<file path="config.mk">
export PLATFORM = sky130hd
export DESIGN_NAME = trig_pulse_former
export DESIGN_NICKNAME = d
export VERILOG_FILES = /design/src/rtl/trig_pkg.sv /design/src/rtl/trig_chan.sv /design/src/rtl/trig_pulse_former.sv
export SDC_FILE = /design/constraint.sdc
export NUM_CORES = 1
export LEC_CHECK = 0
export ABC_CLOCK_PERIOD_IN_PS = 26400
export CORE_MARGIN = 4
export CORE_UTILIZATION = 45
export DETAILED_ROUTE_END_ITERATION = 7
export SLEW_MARGIN = 20
export SYNTH_ARGS = -nofsm -noshare
export SYNTH_HDL_FRONTEND = slang
export SYNTH_SLANG_ARGS = --single-unit
</file>
<file path="constraint.sdc">
create_clock -name clkin -period 26.4 [get_ports clkin]
set_input_delay 3.96 -clock clkin [delete_from_list [all_inputs] [get_ports clkin]]
set_output_delay 3.96 -clock clkin [all_outputs]
set_load 0.05 [all_outputs]
</file>
<file path="src/rtl/trig_pkg.sv">
// Shared types and helpers for the multi-channel trigger pulse former.
// Optional passthrough is enabled by defining TRIG_PASSTHROUGH_EN.
package trig_pkg;

   typedef enum logic [1:0] {IDLE, FIRE, DEAD} trig_state_t;

   localparam int DEF_NCH   = 4;
   localparam int DEF_NBINS = 8;
   localparam int DEF_CNTW  = 32;
   localparam int TICKW     = 8;

   // One sample of the leading-edge stage: w is the sample, p the one just before it.
   function automatic logic edge_detect(input logic w, input logic p, input logic veto);
      return veto ? (w & ~p) : w;
   endfunction

endpackage

</file>
<file path="src/rtl/trig_chan.sv">
// One trigger channel: edge stage, hit register, non-retriggerable pulse FSM
// and the saturating raw-hit / fire counters.
module trig_chan
   import trig_pkg::*;
#(
   parameter int  NBINS = DEF_NBINS,
   parameter int  CNTW  = DEF_CNTW,
   localparam int PW    = $clog2(NBINS)
) (
   input  logic             clkin,
   input  logic             rst,
   input  logic [NBINS-1:0] rx_word,
   input  logic [PW-1:0]    phaseoffset,
   input  logic             usefullwidth,
   input  logic             vetolast,
   input  logic [TICKW-1:0] firingticks,
   input  logic [TICKW-1:0] deadticks,
   input  logic             hold_idle,
   input  logic             clear,
   output logic             trig,
   output logic             busy,
   output logic [CNTW-1:0]  raw_cnt,
   output logic [CNTW-1:0]  fire_cnt
);

   logic [NBINS-1:0] prev_reg;
   logic [NBINS-1:0] edge_reg;
   logic [NBINS-1:0] edge_next;
   logic [NBINS:0]   edge_ext;
   logic [PW:0]      next_bin;
   logic             hit_reg;
   logic             hit_next;
   trig_state_t      state_reg;
   logic [TICKW-1:0] tick_reg;
   logic [TICKW-1:0] fire_load;
   logic             ready;
   logic             fire_start;

   genvar gi;
   generate
      for (gi = 0; gi < NBINS; gi++) begin : g_edge
         if (gi == 0) begin : g_first
            assign edge_next[gi] = edge_detect(rx_word[gi], prev_reg[NBINS-1], vetolast);
         end else begin : g_rest
            assign edge_next[gi] = edge_detect(rx_word[gi], rx_word[gi-1], vetolast);
         end
      end
   endgenerate

   // The zero guard bit above the word makes phaseoffset+1 at the top bin read 0 instead of wrapping.
   assign edge_ext = {1'b0, edge_reg};
   assign next_bin = {1'b0, phaseoffset} + {{PW{1'b0}}, 1'b1};
   assign hit_next = edge_reg[phaseoffset] | (usefullwidth & edge_ext[next_bin]);

   always_ff @(posedge clkin or posedge rst) begin
      if (rst) begin
         prev_reg <= '0;
         edge_reg <= '0;
         hit_reg  <= 1'b0;
      end else begin
         prev_reg <= rx_word;
         edge_reg <= edge_next;
         hit_reg  <= hit_next;
      end
   end

   assign fire_load = (firingticks == '0) ? '0 : firingticks - 8'd1;

   // The last FIRE/DEAD cycle counts as the first idle cycle, so re-fire spacing is exactly firing+dead.
   assign ready = (state_reg == IDLE)
                | ((state_reg == DEAD) && (tick_reg == '0))
                | ((state_reg == FIRE) && (tick_reg == '0) && (deadticks == '0));
   assign fire_start = hit_reg & ready & ~hold_idle;

   always_ff @(posedge clkin or posedge rst) begin
      if (rst) begin
         state_reg <= IDLE;
         tick_reg  <= '0;
         trig      <= 1'b0;
         busy      <= 1'b0;
      end else if (hold_idle) begin
         state_reg <= IDLE;
         tick_reg  <= '0;
         trig      <= 1'b0;
         busy      <= 1'b0;
      end else if (fire_start) begin
         state_reg <= FIRE;
         tick_reg  <= fire_load;
         trig      <= 1'b1;
         busy      <= 1'b1;
      end else begin
         case (state_reg)
            FIRE: begin
               if (tick_reg == '0) begin
                  trig <= 1'b0;
                  if (deadticks == '0) begin
                     state_reg <= IDLE;
                     busy      <= 1'b0;
                  end else begin
                     state_reg <= DEAD;
                     tick_reg  <= deadticks - 8'd1;
                  end
               end else begin
                  tick_reg <= tick_reg - 8'd1;
               end
            end
            DEAD: begin
               if (tick_reg == '0) begin
                  state_reg <= IDLE;
                  busy      <= 1'b0;
               end else begin
                  tick_reg <= tick_reg - 8'd1;
               end
            end
            default: state_reg <= IDLE;
         endcase
      end
   end

   always_ff @(posedge clkin or posedge rst) begin
      if (rst) begin
         raw_cnt  <= '0;
         fire_cnt <= '0;
      end else if (clear) begin
         raw_cnt  <= '0;
         fire_cnt <= '0;
      end else begin
         if (hit_reg && (raw_cnt != '1))
            raw_cnt <= raw_cnt + CNTW'(1);
         if (fire_start && (fire_cnt != '1))
            fire_cnt <= fire_cnt + CNTW'(1);
      end
   end

endmodule

</file>
<file path="src/rtl/trig_pulse_former.sv">
// Multi-channel trigger pulse former: per-channel pulse stages, counter clear
// synchroniser and histogram readout. TRIG_PASSTHROUGH_EN adds a raw passthrough mode.
module trig_pulse_former
   import trig_pkg::*;
#(
   parameter int  NCH   = DEF_NCH,
   parameter int  NBINS = DEF_NBINS,
   parameter int  CNTW  = DEF_CNTW,
   localparam int PW    = $clog2(NBINS),
   localparam int SW    = $clog2(2*NCH)
) (
   input  logic               clkin,
   input  logic               rst,
`ifdef TRIG_PASSTHROUGH_EN
   input  logic               passthrough,
`endif
   input  logic [NCH*NBINS-1:0] lvds_rx,
   input  logic [PW-1:0]      phaseoffset,
   input  logic               usefullwidth,
   input  logic               vetolast,
   input  logic [TICKW-1:0]   firingticks,
   input  logic [TICKW-1:0]   deadticks,
   input  logic               resethist,
   output logic [NCH-1:0]     trig_out,
   output logic [NCH-1:0]     busy,
   input  logic [SW-1:0]      hist_sel,
   output logic [CNTW-1:0]    hist_data
);

   logic            rh_meta_reg;
   logic            rh_sync_reg;
   logic            hold_idle;
   logic [NCH-1:0]  chan_trig;
   logic [NCH-1:0]  chan_busy;
   logic [CNTW-1:0] cnt_arr [2*NCH];

   // resethist is asynchronous to clkin; only the second flop is used.
   always_ff @(posedge clkin or posedge rst) begin
      if (rst) begin
         rh_meta_reg <= 1'b0;
         rh_sync_reg <= 1'b0;
      end else begin
         rh_meta_reg <= resethist;
         rh_sync_reg <= rh_meta_reg;
      end
   end

`ifdef TRIG_PASSTHROUGH_EN
   logic [NCH-1:0] pt_reg;

   assign hold_idle = passthrough;
   assign trig_out  = passthrough ? pt_reg : chan_trig;
   assign busy      = passthrough ? '0 : chan_busy;
`else
   assign hold_idle = 1'b0;
   assign trig_out  = chan_trig;
   assign busy      = chan_busy;
`endif

   genvar gi;
   generate
      for (gi = 0; gi < NCH; gi++) begin : g_chan
         trig_chan #(.NBINS(NBINS), .CNTW(CNTW)) u_chan (
            .clkin        (clkin),
            .rst          (rst),
            .rx_word      (lvds_rx[gi*NBINS +: NBINS]),
            .phaseoffset  (phaseoffset),
            .usefullwidth (usefullwidth),
            .vetolast     (vetolast),
            .firingticks  (firingticks),
            .deadticks    (deadticks),
            .hold_idle    (hold_idle),
            .clear        (rh_sync_reg),
            .trig         (chan_trig[gi]),
            .busy         (chan_busy[gi]),
            .raw_cnt      (cnt_arr[2*gi]),
            .fire_cnt     (cnt_arr[2*gi+1])
         );
`ifdef TRIG_PASSTHROUGH_EN
         always_ff @(posedge clkin or posedge rst) begin
            if (rst)
               pt_reg[gi] <= 1'b0;
            else
               pt_reg[gi] <= |lvds_rx[gi*NBINS +: NBINS];
         end
`endif
      end
   endgenerate

   always_ff @(posedge clkin or posedge rst) begin
      if (rst)
         hist_data <= '0;
      else if (int'(hist_sel) < 2*NCH)
         hist_data <= cnt_arr[hist_sel];
      else
         hist_data <= '0;
   end

endmodule

</file>
# After elaboration in Yosys (flattened, before gate mapping)
# Cells that the tools add are included.
# word_totals
n_memories	0
mem_bits_rw	0
regBits	406
rom_bits	0
elab_cells	371
latchBits	0
output_inout_bits	40
# classes
bitwise	85
add_sub_neg	15
div	0
shifts	0
reduce_logical	66
n_lt_le_gt_ge	3
eq_ne	36
multipliers	0
muxes	127
# op_table
op	count
2-to-1 mux 32 bit	18
adder 32 x 1 -> 32 bit, second input constant	8
!= test 32 bit, second input constant	8
2-to-1 mux 8 bit	14
binary-select mux 32 bit (select 3 bit)	1
one-hot mux 8 bit (2 select lines)	4
2-to-1 mux 1 bit	61
zero test 8 bit	6
subtractor 8 x 1 -> 8 bit, second input constant	6
bitwise AND 1 bit	40
!= test 3 x 2 -> 1 bit, second input constant	12
inverter 1 bit	32
nonzero test 2 bit	16
2-to-1 mux 2 bit	13
logical AND 1 bit	20
binary-select mux 1 bit (select 4 bit)	4
!= test 4 x 3 -> 1 bit, second input constant	4
one-hot mux 2 bit (2 select lines)	4
AND reduction 2 bit	8
AND reduction 4 bit	4
binary-select mux 1 bit (select 3 bit)	4
!= test 3 x 1 -> 1 bit, second input constant	4
OR 1 bit	12
AND reduction 3 bit	4
other kinds (10)	25

# Depth between registers and ports, before layout
# Gate-level depths: netlist of the first run.
# logic_depth
word_depth	8
ltp_mapped	11

# Cells and area by module
# A second synthesis of the first run with hierarchy kept.
# hier_totals
hier_cells	2276
hier_area_um2	22910.7
# modules_own_cells
mod	cells_per_inst	instances	area_each_um2
trig_chan at g_chan[0].u_chan ...	530	3	4947.2
trig_chan at g_chan[3].u_chan	536	1	5137.4
trig_pulse_former	150	1	2931.6

# Worst setup path after synthesis of the first run
# Ideal clock, no wire load.
# synth_timing
kind	input to register
start	input deadticks[0]
end	register g_chan[1].u_chan.state_reg[0]
t_required_ns	26.258
cell_stages	9
arrival_ns	5.858
setup_slack_ns	20.400
n_path_buf	3
cell_sequence	clkbuf_1 inv_1 ha_1 nor2b_1 a41o_2 a31oi_4 clkbuf_1 clkbuf_1 o21ai_0
# synth_via
elab_chain_cells	6
elab_cells_between_ends	8
# synth_lines
element	line	source
start, declared	trig_pulse_former.sv:22	input logic [TICKW-1:0] deadticks,
zero test 8 bit (*)	trig_chan.sv:72	| ((state_reg == FIRE) && (tick_reg == '0) && (deadticks == '0));
logical AND 1 bit (*)	trig_chan.sv:72	
OR 1 bit (*)	trig_chan.sv:72	
bitwise AND 1 bit (*)	trig_chan.sv:73	assign fire_start = hit_reg & ready & ~hold_idle;
!= test 3 x 2 -> 1 bit (no line) / != test 3 x 1 -> 1 bit (equally long branches)	n/a	
AND reduction 2 bit (no line)	n/a	
end signal, assigned	trig_chan.sv:77	state_reg <= IDLE;
end signal, assigned	trig_chan.sv:82	state_reg <= IDLE;
end signal, assigned	trig_chan.sv:87	state_reg <= FIRE;
end, declared	trig_chan.sv:33	trig_state_t state_reg;
# Mark *: on every way between the ends. The rest lies on a longest branch, timed or not.
# A chain may end at the register's enable or synchronous reset.

# Worst setup path after layout of the first run
# layout_timing
start	input deadticks[0]
end	register g_chan[1].u_chan.fire_cnt[11]
# layout_via
elab_chain_cells	6
# layout_lines
element	line	source
zero test 8 bit	trig_chan.sv:72	
logical AND 1 bit	trig_chan.sv:72	
OR 1 bit	trig_chan.sv:72	
bitwise AND 1 bit	trig_chan.sv:73	
logical AND 1 bit	trig_chan.sv:130	if (fire_start && (fire_cnt != '1))
nonzero test 2 bit (no line)	n/a	
end signal, assigned	trig_chan.sv:131	fire_cnt <= fire_cnt + CNTW'(1);
end, declared	trig_chan.sv:23	output logic [CNTW-1:0] fire_cnt
# Every way passes these cells.

==> impl_metrics.py, run 1 <==
metrics = {
    "run_status": {
        "outcome": "finished, final reports clean",
    },
    "sta": {
        "fin_crit_ns": 6.655,
        "hold_violations": 0,
        "finClkSkew_ns": 0.01786,
        "slew_headroom_pct": 20.17,
        "finalWorstSetupSlack_ns": 19.74,
        "tns_ns": 0,
        "fmax_mhz": 150.3,
        "slew_viol_final": 0,
        "tightestPinTransition_ns": 1.197,
        "finalCritPeriodShare_pct": 25.21,
        "rsz0062_at_grt": "false",
        "setup_viol": 0,
    },
    "floorplanning": {
        "dieArea_um2": 52070,
        "core_um2": 47850,
        "initial_core_util_pct": 45.60,
        "fp.dieW_um": 228.2,
        "fp-row-count": 80,
        "io_pins": 99,
        "die_y_um": 228.2,
    },
    "detailed_routing": {
        "drt_pass1_iterations": 5,
        "routed-via-count": 17540,
        "wl_per_cell_um": 21.06,
        "vias_per_cell": 6.059,
        "routed_wl_mm": 60.96,
        "ant_nets": 0,
        "drc": 0,
        "drt_iter0_drc": 1675,
    },
    "grt": {
        "grt_pass1_wl_mm": 97.23,
        "grt_overflow": 0,
        "antenna_found_initial": 1,
        "grt_pass1_vias": 17090,
        "grt_usage_pct": 23.14,
        "grt_max_degree": 221,
    },
    "layout": {
        "seqCellArea_um2": 9463,
        "area_delta_synth_final_pct": 13.94,
        "drive_above_1_share_pct": 10.57,
        "reg_top3": "g_chan.u_chan.fire_cnt x128, g_chan.u_chan.raw_cnt x128",
        "multi_input_area_um2": 11720,
        "fillers": 4334,
        "finalNetCount": 2332,
        "utilization_pct": 51.95,
        "diodes": 0,
    },
    "clock_tree": {
        "cts_buffer_depth": 3,
        "hold_buffers": 0,
        "cts_buffers": 45,
        "cts.clk_slew.worst_paths_ns": 0.06,
        "clkLatencyLatePin_ns": 0.58,
        "cts-root-buf": "clkbuf_16",
        "post-cts-setup-buffers": 0,
        "cts_resized": 0,
        "cts_tree": "done",
        "htreeDepth": 2,
        "clock_sinks": 378,
    },
    "pwr": {
        "ir_drop_mv": 0.07633,
        "power.density_nw_per_um2": 67.43,
        "leakagePower_nw": 9.896,
    },
    "synth": {
        "synthCells": 2198,
        "netlist_area_um2": 21820,
        "synth_flop_cell": "dfrtp_1",
        "syn_area_per_cell_um2": 9.926,
        "ys_ff_latch": 378,
        "syn_nets": 2286,
        "yosysWarnings": 0,
        "synth_edf_count": 0,
        "async_flop_share_pct": 100.0,
        "ys_seq_area_share_pct": 43.36,
        "ys_types": 87,
    },
    "setup_path": {
        "path_class": "input pin to register",
        "endpoint_kind": "register",
        "cp-start-kind": "input pin",
        "arrival_ns": 7.12,
        "worstPathRequired_ns": 26.86,
        "cp_max_fo": 19,
    },
    "worst_hold_path": {
        "hold_path_class": "register to register",
    },
    "placement": {
        "gp_congestion": 0.8869,
        "io_buffers": 98,
        "place_ws_ns": 19.22,
        "hpwl_mm": 43.26,
    },
    "job": {
        "drv_cap": 0,
    },
}
## cell type report
class / instances / share of cell area [%]
Multi-Input combinational cell: 1660 / 47.13
Clock buffer: 67 / 5.466
Timing Repair Buffer: 109 / 4.314
Clock inverter: 15 / 1.138
Sequential cell: 378 / 38.07
Inverter: 50 / 0.7852
Tap cell: 615 / 3.096
## final timing paths
| kind | start | end | slack (ns) | depth (start not counted) |
|---|---|---|---|---|
| worst max-delay path | deadticks[0] | g_chan[1].u_chan.fire_cnt[11] | 19.74 | 9 |
| worst min-delay path | rh_meta_reg | rh_sync_reg | 0.35 | 0 |
| worst max register to register | g_chan[3].u_chan.tick_reg[0] | g_chan[3].u_chan.fire_cnt[12] | 23.21 | 8 |
| worst min register to register | rh_meta_reg | rh_sync_reg | 0.35 | 0 |
| max in group asynchronous | rst | hist_data[20] | 20.08 | 4 |
| min in group asynchronous | rst | g_chan[0].u_chan.edge_reg[6] | 3.89 | 2 |
## synthesized netlist by cell type (5+ instances only)
cell | number | share of area [%]
a211oi_1 | 6 | 0.21
a21boi_0 | 35 | 1.2
a21oi_1 | 81 | 1.9
a31oi_1 | 11 | 0.32
and2_1 | 19 | 0.54
and3_1 | 50 | 1.4
and4_1 | 36 | 1.4
buf_1 | 13 | 0.22
buf_2 | 19 | 0.44
buf_4 | 8 | 0.28
clkbuf_1 | 70 | 1.2
dfrtp_1 | 378 | 43
ha_1 | 29 | 1.7
inv_1 | 50 | 0.86
mux2_2 | 34 | 1.8
mux2i_1 | 23 | 1.1
mux4_2 | 80 | 8.3
nand2_1 | 156 | 2.7
nand2b_1 | 5 | 0.14
nand3_1 | 101 | 2.3
nand4_1 | 107 | 3.1
nor2_1 | 293 | 5.0
nor2b_1 | 13 | 0.37
nor3_1 | 98 | 2.2
nor3b_1 | 13 | 0.45
nor4_1 | 23 | 0.66
o21ai_0 | 65 | 1.5
or3_1 | 40 | 1.1
or4_1 | 14 | 0.48
xnor2_1 | 111 | 4.5
xor2_1 | 107 | 4.3
## placed cells by master (no fill, tap or decap), types with 65 or more instances in the layout
cell / count
o21ai_0: 65
nor2_1: 293
nand3_1: 101
dfrtp_1: 377
clkdlybuf4s50_1: 96
nand2_1: 156
mux4_2: 80
xor2_1: 107
a21oi_1: 81
nand4_1: 107
xnor2_1: 111
nor3_1: 98
## worst max-delay path, cell delays in order
cell and delay [ns]:
clkdlybuf4s50_1 0.61, inv_1 0.20, ha_1 0.19, nor2b_1 0.26
a41o_2 0.31, a31o_1 0.67, nand3_1 0.35, or3_1 0.39
a21oi_1 0.16
## cell families after synthesis
group / count (synthesis) / share of synthesized area, %
simple gates: 1008 / 24.03
compound gates: 264 / 7.926
mux: 141 / 11.27
flops: 378 / 43.36
xor+xnor: 218 / 8.751
buf+inv: 160 / 2.999
fa+ha+maj: 29 / 1.663
## per-stage QoR
step	hold WS (ns)	area (um2)	instances	total power, mW
global placement	0.3407	23210	2812	0.9889
CTS	0.3511	24850	2894	1.689
global route	0.3602	24860	2894	1.757
detailed placement	0.3379	23210	2812	0.9985
finish	0.3488	24860	2894	1.676
floorplan	0.3312	21820	2198	0.9117
## metal layers
metal	GRT usage (%)	vias up	wire, um
met2	36.17	557	28250
met5	0	-	0
li1	-	8070	-
met4	8.955	0	2354
met1	32.45	8786	26770
met3	3.917	123	3582
## where the power goes
| group | leakage [nW] | total (mW) | internal [mW] | switching (mW) |
|---|---|---|---|---|
| clock network | 0.812 | 0.684 | 0.433 | 0.251 |
| registers | 5.08 | 0.678 | 0.624 | 0.0547 |
| logic | 4.00 | 0.314 | 0.120 | 0.194 |
(Power assumes the default switching activity.)
==> run 2: changes to the inputs <==
--- a/config.mk
+++ b/config.mk
@@ -5,7 +5,7 @@
 export SDC_FILE = /design/constraint.sdc
 export NUM_CORES = 1
 export LEC_CHECK = 0
-export ABC_CLOCK_PERIOD_IN_PS = 26400
+export ABC_CLOCK_PERIOD_IN_PS = 6450
 export CORE_MARGIN = 4
 export CORE_UTILIZATION = 45
 export DETAILED_ROUTE_END_ITERATION = 7
==> constraint.sdc (replaced) <==
create_clock -name clkin -period 6.45 [get_ports clkin]
set_input_delay 0.9675 -clock clkin [delete_from_list [all_inputs] [get_ports clkin]]
set_output_delay 0.9675 -clock clkin [all_outputs]
set_load 0.05 [all_outputs]
==> run 2 against run 1 <==
  * Count of clock-buffer cells in the layout fell by 6
  * Critical path type unchanged
  * Cell area fell by 0.30%
  * Worst hold slack gained 0.0034 ns
  * Largest power group is now registers
  * Global-route usage about the same
  * First-iteration DRC count down 19%
==> impl_metrics.py, run 2 (same netlist as run 1, synthesis figures left out) <==
metrics = {
    "run_status": {
        "outcome": "finished, final reports clean",
    },
    "detailed_routing": {
        "routed-via-count": 17410,
        "wl_per_cell_um": 21.03,
        "drc": 0,
        "ant_nets": 0,
        "routed_wl_mm": 60.81,
        "vias_per_cell": 6.023,
        "drt_pass1_iterations": 6,
        "drt_iter0_drc": 1355,
    },
    "pwr": {
        "pwr-share-clk_pct": 39.5,
        "ir_drop_mv": 0.2140,
        "power.density_nw_per_um2": 270.6,
        "swShare_pct": 30.44,
        "comb_power_share_pct": 19.1,
        "p_seq_share_pct": 41.4,
        "leakagePower_nw": 9.859,
        "intPower_mw": 4.664,
        "p_sw_mw": 2.042,
    },
    "grt": {
        "grt_pass1_vias": 16960,
        "grt_max_degree": 219,
        "grt_pass1_wl_mm": 97.23,
        "grt_usage_pct": 23.10,
        "grt_overflow": 0,
        "antenna_found_initial": 3,
    },
    "worst_hold_path": {
        "hold_path_class": "register to register",
    },
    "sta": {
        "slew_headroom_pct": 26.41,
        "hold_violations": 0,
        "fin_crit_ns": 3.721,
        "rsz0062_at_grt": "false",
        "finalCritPeriodShare_pct": 57.69,
        "tightestPinTransition_ns": 1.104,
        "finClkSkew_ns": 0.01992,
        "tns_ns": 0,
        "whs_ns": 0.3522,
        "finalWorstSetupSlack_ns": 2.729,
        "fmax_mhz": 268.7,
        "setup_viol": 0,
        "slew_viol_final": 0,
    },
    "placement": {
        "gp_congestion": 0.8747,
        "place_ws_ns": 2.189,
        "io_buffers": 98,
        "dp_cells": 2815,
        "hpwl_mm": 43.34,
    },
    "clock_tree": {
        "clkLatencyLatePin_ns": 0.58,
        "cts_buffers": 44,
        "cts-root-buf": "clkbuf_16",
        "post-cts-setup-buffers": 0,
        "cts_buffer_depth": 3,
        "cts_resized": 0,
        "clock_sinks": 378,
        "hold_buffers": 0,
        "cts.clk_slew.worst_paths_ns": 0.06,
        "cts_tree": "done",
        "htreeDepth": 2,
    },
    "setup_path": {
        "cp_top_family": "compound AO/OA/AOI/OAI gates",
        "worstPathCellList": "clkdlybuf4s50_1 > inv_1 > ha_1 > nor2b_1 > a41o_2 > a31o_1 > nand3_1 > or3_1 > a21oi_1",
        "path_class": "input pin to register",
        "crit_buf_inv": 2,
        "cp-start-kind": "input pin",
        "endpoint_kind": "register",
        "arrival_ns": 4.19,
        "worst_path_largest_cell_delay_ns": 0.68,
        "cp_max_fo": 19,
        "worstPathRequired_ns": 6.92,
        "slowest_stage": "a31o_1",
    },
    "layout": {
        "layout_commonest_cell": "dfrtp_1",
        "drive_above_1_share_pct": 10.63,
        "fin_cells": 2891,
        "fillers": 4326,
        "finalNetCount": 2334,
        "utilization_pct": 51.80,
        "final_cell_mix": "377 x dfrtp_1, 293 x nor2_1, 156 x nand2_1, 111 x xnor2_1",
        "diodes": 0,
        "reg_top3": "g_chan.u_chan.fire_cnt x128, g_chan.u_chan.raw_cnt x128",
        "area_delta_synth_final_pct": 13.59,
    },
    "floorplanning": {
        "io_pins": 99,
        "dieArea_um2": 52070,
        "initial_core_util_pct": 45.60,
        "die_y_um": 228.2,
        "fp.dieW_um": 228.2,
        "core_um2": 47850,
        "fp-row-count": 80,
    },
    "job": {
        "drv_cap": 0,
    },
}
## run 2: cell types whose count changed in the layout (fill, tap and decap cells not counted), moves of 2 or more
cell,previous run,this run
bufinv_16,8,5
clkbuf_1,7,3
clkbuf_8,15,13
buf_4,10,12
clkinv_2,5,7
clkinvlp_4,0,2
buf_12,1,3
## run 2: per-layer routing
layer | vias to the layer above | track usage, % | wire length (um)
li1 | 8074 | - | -
met1 | 8696 | 32.37 | 26640
met2 | 532 | 36.06 | 28170
met3 | 108 | 4.503 | 3898
met4 | 2 | 8.247 | 2087
met5 | - | 0 | 12
## run 2: layout make-up
cell class	count	area, um2	area share [%]
Inverter	50	191.4	0.7725
Clock inverter	15	210.2	0.8482
Clock buffer	61	1316	5.311
Timing Repair Buffer	112	1116	4.503
Tap cell	615	769.5	3.105
Sequential cell	378	9463	38.18
Multi-Input combinational cell	1660	11720	47.28
## run 2: power groups by stage
stage	Combinational, mW	Sequential [mW]	Clock [mW]
finish	1.28	2.78	2.65
global route	1.43	2.80	2.79
CTS	1.28	2.77	2.70
detailed placement	1.28	2.81	0
global placement	1.25	2.81	0
floorplan	0.984	2.75	0
## run 2: final timing paths
path                                         startpoint                            end  slack, ns  cells past startpoint
max in group asynchronous                           rst                  hist_data[10]       4.27                      3
setup / recovery                           deadticks[0]  g_chan[1].u_chan.fire_cnt[11]       2.73                      9
hold / removal                              rh_meta_reg                    rh_sync_reg       0.35                      0
hold reg to reg                             rh_meta_reg                    rh_sync_reg       0.35                      0
setup reg to reg           g_chan[1].u_chan.tick_reg[0]  g_chan[1].u_chan.fire_cnt[11]       3.24                      8
min in group asynchronous                           rst  g_chan[3].u_chan.state_reg[0]       0.87                      2
## run 2: per-stage QoR
step	cell area, um2	total power [mW]
floorplan	21820	3.733
global placement	23240	4.058
detailed placement	23240	4.089
CTS	24770	6.756
global route	24780	7.020
finish	24780	6.706
==> run 3: changes to the inputs <==
--- a/config.mk
+++ b/config.mk
@@ -5,7 +5,7 @@
 export SDC_FILE = /design/constraint.sdc
 export NUM_CORES = 1
 export LEC_CHECK = 0
-export ABC_CLOCK_PERIOD_IN_PS = 6450
+export ABC_CLOCK_PERIOD_IN_PS = 3800
 export CORE_MARGIN = 4
 export CORE_UTILIZATION = 45
 export DETAILED_ROUTE_END_ITERATION = 7
==> constraint.sdc (replaced) <==
create_clock -name clkin -period 3.8 [get_ports clkin]
set_input_delay 0.57 -clock clkin [delete_from_list [all_inputs] [get_ports clkin]]
set_output_delay 0.57 -clock clkin [all_outputs]
set_load 0.05 [all_outputs]
==> run 3 against run 2 <==
  * First-iteration DRC count grew 10%
  * Cell area grew 0.82%
  * Non-clock buffer count grew 26
  * Sequential power grew 69%
  * Global-route usage grew 0.25 points
  * Combinational power grew 75%
  * Die area is the same
  * Clock skew is essentially flat
  * Flip-flop and latch count is the same
  * Routed wire length grew 1.2%
  * Via count grew 0.56%
  * Critical path type is now register to register
  * Critical endpoint is now g_chan[2].u_chan.fire_cnt[8]
  * Largest cell class unchanged
==> impl_metrics.py, run 3 (same netlist as run 1, synthesis figures left out) <==
metrics = {
    "sta": {
        "slew_viol_final": 0,
        "hold_violations": 0,
        "fmax_mhz": 323.2,
        "rsz0062_at_grt": "false",
        "finalCritPeriodShare_pct": 81.42,
        "finClkSkew_ns": 0.02013,
        "whs_ns": 0.3460,
        "fin_crit_ns": 3.094,
        "tightestPinTransition_ns": 0.9948,
        "slew_headroom_pct": 33.49,
        "setup_viol": 0,
    },
    "pwr": {
        "p_sw_mw": 3.469,
        "pwr-share-clk_pct": 38.5,
        "swShare_pct": 30.71,
        "intPower_mw": 7.827,
        "power.density_nw_per_um2": 452.1,
        "p_seq_share_pct": 41.7,
        "ir_drop_mv": 0.3694,
        "comb_power_share_pct": 19.9,
        "leakagePower_nw": 9.991,
    },
    "setup_path": {
        "cp_max_fo": 22,
        "reg2reg_slack_ns": 0.71,
        "cp-start-kind": "register",
        "worstPathRequired_ns": 4.24,
        "path_class": "register to register",
        "r2r_end": "g_chan[2].u_chan.fire_cnt[8]",
        "endpoint_kind": "register",
        "reg2regPathDepth": 8,
        "r2r-start": "g_chan[2].u_chan.state_reg[1]",
        "arrival_ns": 3.53,
    },
    "detailed_routing": {
        "met3_length_mm": 3.365,
        "drt_iter0_drc": 1495,
        "wl_per_cell_um": 21.06,
        "drc": 0,
        "ant_nets": 0,
        "drt_pass1_iterations": 5,
        "routed_wl_mm": 61.53,
        "vias_per_cell": 5.994,
        "m1WireLength_mm": 27.38,
        "routed-via-count": 17510,
        "wl_met2_mm": 28.38,
        "highest_layer": "met4",
    },
    "clock_tree": {
        "cts-root-buf": "clkbuf_16",
        "cts_resized": 0,
        "cts_buffer_depth": 3,
        "cts.clk_slew.worst_paths_ns": 0.06,
        "clkLatencyLatePin_ns": 0.58,
        "post-cts-setup-buffers": 0,
        "cts_tree": "done",
        "htreeDepth": 2,
        "cts_buffers": 44,
        "clock_sinks": 378,
        "hold_buffers": 0,
    },
    "floorplanning": {
        "die_y_um": 228.2,
        "io_pins": 99,
        "fp-row-count": 80,
        "core_um2": 47850,
        "fp.dieW_um": 228.2,
        "dieArea_um2": 52070,
        "initial_core_util_pct": 45.60,
    },
    "layout": {
        "finalNetCount": 2360,
        "reg_top3": "g_chan.u_chan.fire_cnt x128, g_chan.u_chan.raw_cnt x128",
        "fin_cells": 2921,
        "fin_area_um2": 24990,
        "drive_above_1_share_pct": 11.50,
        "area_delta_synth_final_pct": 14.52,
        "final_cell_mix": "377 x dfrtp_1, 293 x nor2_1, 156 x nand2_1, 111 x xnor2_1",
        "layout_commonest_cell": "dfrtp_1",
    },
    "grt": {
        "grt_max_degree": 87,
        "grt_usage_pct": 23.35,
        "antenna_found_initial": 2,
        "grt_overflow": 0,
        "grt_pass1_wl_mm": 97.96,
        "grt_pass1_vias": 17310,
    },
    "worst_hold_path": {
        "worstHoldEndpoint": "rh_sync_reg",
        "min_from": "rh_meta_reg",
        "min_path_cells": 0,
        "hold_path_class": "register to register",
    },
    "placement": {
        "placed_cell_area_um2": 23490,
        "dp_cells": 2841,
        "gp_congestion": 0.8844,
        "hpwl_mm": 44.83,
        "io_buffers": 98,
    },
    "job": {
        "drv_cap": 0,
    },
    "run_status": {
        "outcome": "finished, final reports clean",
    },
}
run 3: how the worst max path moves through the flow:
| stage | startpoint | endpoint | slack (ns) |
|---|---|---|---|
| 6_report | g_chan[2].u_chan.state_reg[1] | g_chan[2].u_chan.fire_cnt[8] | 0.71 |
| 5_1_grt | g_chan[2].u_chan.state_reg[1] | g_chan[2].u_chan.fire_cnt[8] | 0.51 |
| 4_1_cts | g_chan[2].u_chan.state_reg[1] | g_chan[2].u_chan.fire_cnt[8] | 0.70 |
| 3_5_place_dp | deadticks[2] | g_chan[2].u_chan.fire_cnt[8] | 0.26 |
| 3_3_place_gp | deadticks[2] | g_chan[2].u_chan.fire_cnt[8] | 0.29 |
| 2_1_floorplan | rst | g_chan[0].u_chan.busy | -1.85 |
run 3: area by class of cell:
class | instances | area, um2
Antenna cell | 1 | 2.502
Clock buffer | 67 | 1370
Clock inverter | 12 | 123.9
Fill cell | 4309 | 22860
Inverter | 50 | 191.4
Multi-Input combinational cell | 1660 | 11700
Sequential cell | 378 | 9463
Tap cell | 615 | 769.5
Timing Repair Buffer | 138 | 1361
run 3: stage by stage:
step | utilization [%] | power (mW) | setup TNS, ns | setup slack [ns]
after floorplan | - | 6.336 | -698.56 | -1.848
after global placement | 49.09 | 6.959 | 0 | 0.2895
after detailed placement | 49.09 | 7.003 | 0 | 0.2633
after CTS | 52.22 | 11.41 | 0 | 0.7039
after global routing | 52.22 | 11.87 | 0 | 0.5149
final | 52.22 | 11.30 | 0 | 0.7061
run 3: power by group through the flow:
stage	sequential (mW)	clock, mW	combinational, mW
floorplan	4.67	0	1.67
global placement	4.76	0	2.20
detailed placement	4.76	0	2.24
CTS	4.70	4.46	2.25
global route	4.75	4.63	2.49
finish	4.71	4.35	2.24
run 3: worst max-delay path: stages, from the launching register on:
cell and delay, ns:
dfrtp_1 0.40, inv_1 0.09, ha_1 0.28, or4bb_1 0.53, o21ai_1 0.39, o211ai_2 0.53
nor4b_1 0.51, xnor2_1 0.16, nor2_1 0.06
run 3: metal layers:
| metal | vias to the layer above | track usage [%] |
|---|---|---|
| met5 | - | 0 |
| met4 | 0 | 9.223 |
| met3 | 122 | 3.431 |
| met2 | 519 | 36.52 |
| met1 | 8741 | 33.01 |
| li1 | 8127 | - |
